[src/rtl/line_cmd_scheduler.sv]
// Two-requester command queue feeding the bresenham line engine.
// Round-robin arbitration, FIFO buffering, engine handshake and watchdog.
module line_cmd_scheduler #(
  parameter int FIFO_DEPTH  = 4,
  parameter int TIMEOUT_CYC = 1024,
  parameter int CNT_W       = 16
) (
  input  logic             clk,
  input  logic             rst,
  input  logic             req0_valid,
  input  logic [32:0]      req0_cmd,
  output logic             req0_ready,
  input  logic             req1_valid,
  input  logic [32:0]      req1_cmd,
  output logic             req1_ready,
  output logic [7:0]       eng_x0,
  output logic [7:0]       eng_y0,
  output logic [7:0]       eng_x1,
  output logic [7:0]       eng_y1,
  output logic             eng_start,
  output logic             eng_reset_buff,
  input  logic             eng_done,
  output logic             busy,
  output logic [CNT_W-1:0] lines_drawn,
  output logic             timeout_err
);

  localparam int AW = (FIFO_DEPTH > 1) ? $clog2(FIFO_DEPTH) : 1;
  localparam int CW = AW + 1;
  localparam int TW = $clog2(TIMEOUT_CYC + 1);

  typedef enum logic [2:0] {
    S_IDLE,
    S_LOAD,
    S_ISSUE,
    S_WAIT,
    S_CLR_SET,
    S_CLR_EXIT,
    S_GAP
  } state_t;

  state_t            r_state;
  state_t            w_next;
  logic [32:0]       r_mem [FIFO_DEPTH];
  logic [AW-1:0]     r_wptr;
  logic [AW-1:0]     r_rptr;
  logic [CW-1:0]     r_count;
  logic              r_rr;
  logic [TW-1:0]     r_tcnt;
  logic              r_start;
  logic              r_rb;
  logic [7:0]        r_x0, r_y0, r_x1, r_y1;
  logic [CNT_W-1:0]  r_lines;
  logic              r_terr;

  logic              w_not_full;
  logic              w_empty;
  logic              w_gnt0;
  logic              w_gnt1;
  logic              w_push;
  logic              w_pop;
  logic [32:0]       w_push_cmd;
  logic [32:0]       w_head;
  logic              w_to;

  assign w_not_full = (r_count < CW'(FIFO_DEPTH));
  assign w_empty    = (r_count == '0);
  assign w_gnt0     = w_not_full && req0_valid && (!req1_valid || !r_rr);
  assign w_gnt1     = w_not_full && req1_valid && (!req0_valid || r_rr);
  assign w_push     = w_gnt0 || w_gnt1;
  assign w_pop      = (r_state == S_LOAD);
  assign w_push_cmd = w_gnt0 ? req0_cmd : req1_cmd;
  assign w_head     = r_mem[r_rptr];
  assign w_to       = (r_state == S_WAIT) && !eng_done &&
                      (r_tcnt == TW'(TIMEOUT_CYC - 1));

  assign req0_ready     = w_gnt0;
  assign req1_ready     = w_gnt1;
  assign eng_x0         = r_x0;
  assign eng_y0         = r_y0;
  assign eng_x1         = r_x1;
  assign eng_y1         = r_y1;
  assign eng_start      = r_start;
  assign eng_reset_buff = r_rb;
  assign lines_drawn    = r_lines;
  assign timeout_err    = r_terr;
  assign busy           = (r_state != S_IDLE) || !w_empty;

  // Queue storage; contents need no reset since count gates reads.
  always_ff @(posedge clk) begin
    if (w_push) r_mem[r_wptr] <= w_push_cmd;
  end

  // Queue pointers, occupancy and round-robin pointer.
  always_ff @(posedge clk or posedge rst) begin
    if (rst) begin
      r_wptr  <= '0;
      r_rptr  <= '0;
      r_count <= '0;
      r_rr    <= 1'b0;
    end else begin
      if (w_push) begin
        r_wptr <= r_wptr + 1'b1;
        r_rr   <= w_gnt0;
      end
      if (w_pop) r_rptr <= r_rptr + 1'b1;
      if (w_push && !w_pop)      r_count <= r_count + 1'b1;
      else if (!w_push && w_pop) r_count <= r_count - 1'b1;
    end
  end

  // Sequencer next-state logic.
  always_comb begin
    w_next = r_state;
    unique case (r_state)
      S_IDLE:     if (!w_empty) w_next = S_LOAD;
      S_LOAD:     w_next = w_head[32] ? S_CLR_SET : S_ISSUE;
      S_ISSUE:    w_next = S_WAIT;
      S_WAIT:     if (eng_done || w_to) w_next = S_GAP;
      S_CLR_SET:  w_next = S_CLR_EXIT;
      S_CLR_EXIT: w_next = S_GAP;
      S_GAP:      w_next = S_IDLE;
      default:    w_next = S_IDLE;
    endcase
  end

  // State register plus registered engine strobes decoded from next state.
  always_ff @(posedge clk or posedge rst) begin
    if (rst) begin
      r_state <= S_IDLE;
      r_start <= 1'b0;
      r_rb    <= 1'b0;
    end else begin
      r_state <= w_next;
      r_start <= (w_next == S_ISSUE) || (w_next == S_CLR_EXIT);
      r_rb    <= (w_next == S_CLR_SET);
    end
  end

  // Endpoints load on entry to LOAD so they are valid before start.
  always_ff @(posedge clk or posedge rst) begin
    if (rst) begin
      r_x0 <= '0;
      r_y0 <= '0;
      r_x1 <= '0;
      r_y1 <= '0;
    end else if (r_state == S_IDLE && !w_empty) begin
      r_x0 <= w_head[31:24];
      r_y0 <= w_head[23:16];
      r_x1 <= w_head[15:8];
      r_y1 <= w_head[7:0];
    end
  end

  // Watchdog, completion counter and sticky timeout flag.
  always_ff @(posedge clk or posedge rst) begin
    if (rst) begin
      r_tcnt  <= '0;
      r_lines <= '0;
      r_terr  <= 1'b0;
    end else begin
      if (r_state == S_ISSUE)     r_tcnt <= '0;
      else if (r_state == S_WAIT) r_tcnt <= r_tcnt + 1'b1;
      if (r_state == S_WAIT && eng_done) r_lines <= r_lines + 1'b1;
      if (w_to) r_terr <= 1'b1;
    end
  end

endmodule

[config.mk]
export PLATFORM = sky130hd
export DESIGN_NAME = line_cmd_scheduler
export DESIGN_NICKNAME = d
export VERILOG_FILES = /design/src/rtl/line_cmd_scheduler.sv
export SDC_FILE = /design/constraint.sdc
export NUM_CORES = 1
export LEC_CHECK = 0
export ABC_AREA = 1
export CORE_MARGIN = 2
export CORE_UTILIZATION = 54
export DETAILED_ROUTE_END_ITERATION = 8
export GPL_ROUTABILITY_DRIVEN = 0
export PLACE_DENSITY = 0.79
export SETUP_SLACK_MARGIN = 0.02
export SYNTH_ARGS = -nofsm -noshare
export SYNTH_HDL_FRONTEND = slang
export SYNTH_SLANG_ARGS = --single-unit
[constraint.sdc]
create_clock -name clk -period 2.91 [get_ports clk]
set_input_delay 0.291 -clock clk [delete_from_list [all_inputs] [get_ports clk]]
set_output_delay 0.291 -clock clk [all_outputs]
set_load 0.05 [all_outputs]
==> out/metrics.csv, run 1 <==
metric;value;unit
status;finished, final reports clean;
rrSetupSlack;0.64;ns
antenna_found_initial;0;
synth_warnings;0;
final_common_cell;nor2_1;
dieArea;17000;um^2
grt_max_degree;74;
core;15800;um^2
clk_latency;0.50;ns
cts_sinks;205;
num_rows;46;
viasPerCell;5.36;
cp_top_family;buffers and inverters;
maxCapViolCount;0;
worst_pin_slew;0.733;ns
fin_util;0.693;
synth_edf_count;132;
maxSlewViolCount;0;
cts_root_buf;clkbuf_16;
rsz0062_at_grt;false;
synth-async-reset-ratio;0.356;
die_x;131;um
synth-seq-cells;205;
yosysUniqueCellTypes;33;
drive_above_1_share;0.0718;
final_cell_mix;nor2_1, nand2_1, edfxtp_1;
setup_viol;0;
power_density;1090;nW/um^2
drt_wl_total;19400;um
firstDrtPassIters;5;
hpwlAfterDp;12000;um
start_util;0.548;
drc;0;
port_buffers;124;
power.leakage;4.32;nW
skew;0.0212;ns
post-cts-setup-buffer-count;0;
clk_path_buf_depth;3;
fin_nets;1038;
r2r-end;r_count[1]$_DFFE_PP0P_;
overflow;0;
critPathSlowestCell;clkdlybuf4s50_1;
synth_cells;831;
cts_tree;done;
min_path_type;in -> async;
slowest_delay;0.72;ns
yosysSeqAreaShare;0.670;
crit_fanout;3;
fp.dieH;131;um
end_kind;output pin;
synthToLayoutAreaGrowth;26.4;%
dpl-instance-area;10200;um^2
peakVddDrop;560;uV
path_class;reg -> out;
postRouteAntennaNets;0;
fmax;0.399;GHz
io_pins;125;
drt_iter0_markers;415;
cp_num_buf_inv;2;
r2r_cells;9;
hold_viol_final;0;
cts_resized;0;
path_cells;nor3_1 -> buf_4 -> nand4_1 -> clkdlybuf4s50_1;
cp_data_required_time;2.62;ns
slew_headroom;0.510;
fin_crit_sh;0.860;
dr_total_vias;6389;
syn_area;8640;um^2
ctsHtreeMaxLevel;1;
grt_usage;0.231;
cts_hold_buf;0;
syn_nets;910;
wl_per_cell;16.3;um
min_period;2.50;ns
power.total;11.9;mW
r2r_start;r_count[2]$_DFFE_PP0P_;
fin_setup_tns;0;ns
num_antenna_cells;0;
critPathLaunchType;register;
grt_pass1_wl;30900;um
synth_area_per_cell;10.4;um^2
design_area;10900;um^2
cts_made_buffers;22;
synth_top_flop_cell;edfxtp_1;
grt_pass1_vias;6480;
arrival;2.21;ns
cts.clk_slew.worst_paths;0.06;ns
==> cell families after synthesis <==
kind of cell / count (synthesis) / synth area share
multiplexers: 1 / 0.00130
XOR/XNOR: 14 / 0.0142
AO/OA/AOI/OAI: 118 / 0.0734
adder cells (fa/ha/maj): 8 / 0.0124
AND/OR/NAND/NOR: 409 / 0.191
flip-flops: 205 / 0.670
buffers and inverters: 76 / 0.0379
==> cell type report <==
class / count / area (um^2)
Clock buffer: 28 / 583
Fill cell: 1148 / 4850
Tap cell: 216 / 270
Clock inverter: 12 / 150
Inverter: 42 / 159
Timing Repair Buffer: 138 / 1410
Sequential cell: 205 / 5790
Multi-Input combinational cell: 550 / 2560
==> worst min-delay path, delay by kind of cell <==
kind / cells / cell delay (ns)
buf+inv: 3 / 0.83
==> synthesized netlist by cell type, drive strengths merged, types with 5 or more instances <==
cell    count  area, um^2
edfxtp    132        3960
a21oi       8        40.0
xnor2       5        43.8
buf        22         125
nand4       8        50.1
a31oi      32         200
nand2     176         671
inv        42         158
o21ai      77         385
ha          7        87.6
dfrtp      73        1830
nor2      198         777
xor2        9        78.8
nor3        8        45.0
nand3      16        85.1
clkbuf     12        45.0
==> through the flow <==
stage | hold slack, ns | std cells | setup WS, ns
final | 0.225 | 1191 | 0.406
after global routing | 0.250 | 1191 | 0.345
after CTS | 0.232 | 1191 | 0.388
after detailed placement | 0.473 | 1151 | 0.251
after global placement | 0.444 | 1151 | 0.288
after floorplan | 0.447 | 831 | -0.493
==> worst max path at each step <==
stage / start / to / slack, ns / cells past startpoint
floorplan: r_count[2]$_DFFE_PP0P_ / r_mem[0][0]$_DFFE_PP_ / -0.49 / 5
global placement: req1_valid / r_count[1]$_DFFE_PP0P_ / 0.29 / 10
detailed placement: req0_valid / r_count[1]$_DFFE_PP0P_ / 0.25 / 8
CTS: r_count[0]$_DFFE_PP0P_ / busy / 0.39 / 4
global route: r_count[0]$_DFFE_PP0P_ / busy / 0.35 / 4
finish: r_count[0]$_DFFE_PP0P_ / busy / 0.41 / 4
==> per-layer routing <==
layer	vias to the layer above	share of wire	track usage
li1	3043	-	-
met1	3081	0.41	0.286
met2	219	0.51	0.411
met3	46	0.057	0.0309
met4	0	0.031	0.0939
met5	-	0	0
==> power by group <==
part	switching, mW	leakage, nW	total, mW	internal, mW
combinational	3.23	1.87	4.66	1.43
clock	1.13	0.362	2.82	1.70
sequential	0.375	2.09	4.44	4.06
total	4.73	4.32	11.9	7.19
==> sequential cells by signal (all words and copies together), names as in the netlist, 2 cells and up <==
signal and cells:
eng_x0 8, eng_x1 8, eng_y0 8, eng_y1 8, lines_drawn 16, r_count 3
r_mem 132, r_rptr 2, r_state 3, r_tcnt 11, r_wptr 2
No activity file was read; power rests on OpenSTA's default activity.
==> inputs of run 2 (changes only) <==
--- a/config.mk
+++ b/config.mk
@@ -11,6 +11,7 @@
 export DETAILED_ROUTE_END_ITERATION = 8
 export GPL_ROUTABILITY_DRIVEN = 0
 export PLACE_DENSITY = 0.79
+export RECOVER_POWER = 100
 export SETUP_SLACK_MARGIN = 0.02
 export SYNTH_ARGS = -nofsm -noshare
 export SYNTH_HDL_FRONTEND = slang
==> run 2 against run 1 <==
  * First-iteration DRC count up 6.5%
  * Setup slack worse by 0.079 ns
  * Utilization fell by 0.76 points
  * Register-to-register slack lost 0.31 ns
  * The flow now finishes with violations (capacitance limit, slew limit)
  * Total power is 1.6% lower
  * Cell area decreased by 1.1%
  * Clock skew rose by 0.0012 ns
  * Hold slack gained 0.25 ns
  * Critical path depth rose by 2
==> out/metrics.csv, run 2 (synthesis gave the netlist of run 1 again) <==
metric;value;unit
setup_viol;0;
skew;0.0224;ns
grt_max_degree;74;
rrSetupSlack;0.33;ns
holdPathStages;2;
r2r-end;eng_y1[7]$_DFFE_PP0P_;
cts_hold_buf;0;
critPathLaunchType;register;
ctsHtreeMaxLevel;1;
post-cts-setup-buffer-count;0;
power.leakage;4.28;nW
dpl-instance-area;10200;um^2
top_register;r_mem;
num_rows;46;
viasPerCell;5.37;
antenna_found_initial;0;
dr_total_vias;6397;
grt_pass1_wl;30900;um
maxCapViolCount;2;
whs_endpoint;timeout_err$_DFFE_PP0P_;
min_period;2.58;ns
design_area;10800;um^2
arrival;2.96;ns
hp-start;timeout_err$_DFFE_PP0P_;
grt_pass1_vias;6480;
die_x;131;um
fp.dieH;131;um
port_buffers;124;
io_pins;125;
cts.clk_slew.worst_paths;0.06;ns
status;finished with violations;
cts_resized;0;
path_class;reg -> reg;
finalWorstSetupSlack;0.328;ns
path_cells;inv_1 -> nand3_1 -> nor2_2 -> clkbuf_2 -> nor2_1 -> a31oi_1;
drc;0;
violations;capacitance limit, slew limit;
rsz0062_at_grt;false;
r2r_start;r_state[2]$_DFF_PP0_;
drt_iter0_markers;442;
fmax;0.387;GHz
cts_sinks;205;
postRouteAntennaNets;0;
clk_latency;0.50;ns
overflow;0;
slew_headroom;-0.265;
fin_crit_sh;0.887;
drt_wl_total;19400;um
cp_data_required_time;3.29;ns
num_antenna_cells;0;
firstDrtPassIters;5;
cts_tree;done;
core;15800;um^2
fin_nets;1038;
crit_fanout;53;
hold_viol_final;0;
clk_path_buf_depth;3;
end_kind;register;
peakVddDrop;544;uV
grt_usage;0.231;
wl_per_cell;16.3;um
dieArea;17000;um^2
cts_made_buffers;22;
min_path_type;reg -> reg;
pre_cts_slack;0.251;ns
largest_reg_flops;132;
drive_above_1_share;0.0533;
critPathSlowestCell;clkbuf_2;
final_cell_mix;nor2_1, nand2_1, edfxtp_1;
final_common_cell;nor2_1;
maxSlewViolCount;74;
cts_root_buf;clkbuf_16;
synthToLayoutAreaGrowth;25.0;%
power_density;1090;nW/um^2
slowest_delay;0.93;ns
hpwlAfterDp;12000;um
r2r_cells;6;
start_util;0.548;
worst_pin_slew;1.90;ns
-- run 2: cell count changes in the layout (fill, tap and decap cells not counted), sizes merged --
cell / before / now
clkdlybuf4s50: 123 / 69
dlygate4sd3: 0 / 54
clkbuf: 28 / 35
clkinvlp: 0 / 1
buf: 15 / 8
clkinv: 9 / 8
-- run 2: worst max path at each step --
stage,start,end,slack [ns],depth (start not counted)
6_report,r_state[2]$_DFF_PP0_,eng_y1[7]$_DFFE_PP0P_,0.33,6
5_1_grt,r_state[0]$_DFF_PP0_,eng_y1[1]$_DFFE_PP0P_,0.19,6
4_1_cts,r_count[0]$_DFFE_PP0P_,busy,0.39,4
3_5_place_dp,req0_valid,r_count[1]$_DFFE_PP0P_,0.25,8
3_3_place_gp,req1_valid,r_count[1]$_DFFE_PP0P_,0.29,10
2_1_floorplan,r_count[2]$_DFFE_PP0P_,r_mem[0][0]$_DFFE_PP_,-0.49,5
-- run 2: area by class of cell --
class | instances | area (um^2)
sequential | 205 | 5790
inverter | 42 | 159
clock inverter | 12 | 150
timing repair buffer | 138 | 1360
fill | 1175 | 4970
clock buffer | 28 | 583
tap | 216 | 270
multi-input combinational | 550 | 2490
-- run 2: worst max-delay path: cells and delay by family (launching register included) --
kind / cells / cell delay [ns]
flip-flops: 1 / 0.40
buffers and inverters: 2 / 1.09
AO/OA/AOI/OAI: 1 / 0.26
AND/OR/NAND/NOR: 3 / 0.70
-- run 2: stage by stage --
| stage | hold slack, ns | instances | setup TNS [ns] | total power, mW | utilization |
|---|---|---|---|---|---|
| CTS | 0.232 | 1191 | 0 | 12.0 | 0.693 |
| global route | 0.506 | 1191 | 0 | 12.4 | 0.685 |
| global placement | 0.444 | 1151 | 0 | 8.92 | 0.646 |
| floorplan | 0.447 | 831 | -65.09 | 7.58 | - |
| finish | 0.476 | 1191 | 0 | 11.7 | 0.685 |
| detailed placement | 0.473 | 1151 | 0 | 9.10 | 0.646 |
-- run 2: report_power, final --
| group | internal (mW) | switching, mW | total, mW |
|---|---|---|---|
| combinational | 1.30 | 3.19 | 4.49 |
| sequential | 4.07 | 0.356 | 4.43 |
| clock | 1.69 | 1.13 | 2.82 |
-- run 2: metal layers --
| metal | routed length [um] | track usage |
|---|---|---|
| met5 | 0 | 0 |
| met2 | 9700 | 0.411 |
| met3 | 1160 | 0.0309 |
| met4 | 633 | 0.0939 |
| met1 | 7860 | 0.286 |
==> inputs of run 3 (changes only) <==
--- a/config.mk
+++ b/config.mk
@@ -13,6 +13,7 @@
 export PLACE_DENSITY = 0.79
 export RECOVER_POWER = 100
 export SETUP_SLACK_MARGIN = 0.02
+export SKIP_CTS_REPAIR_TIMING = 1
 export SYNTH_ARGS = -nofsm -noshare
 export SYNTH_HDL_FRONTEND = slang
 export SYNTH_SLANG_ARGS = --single-unit
==> results of run 3 <==
No change in the layout: final DEF, timing and power equal those of run 2.
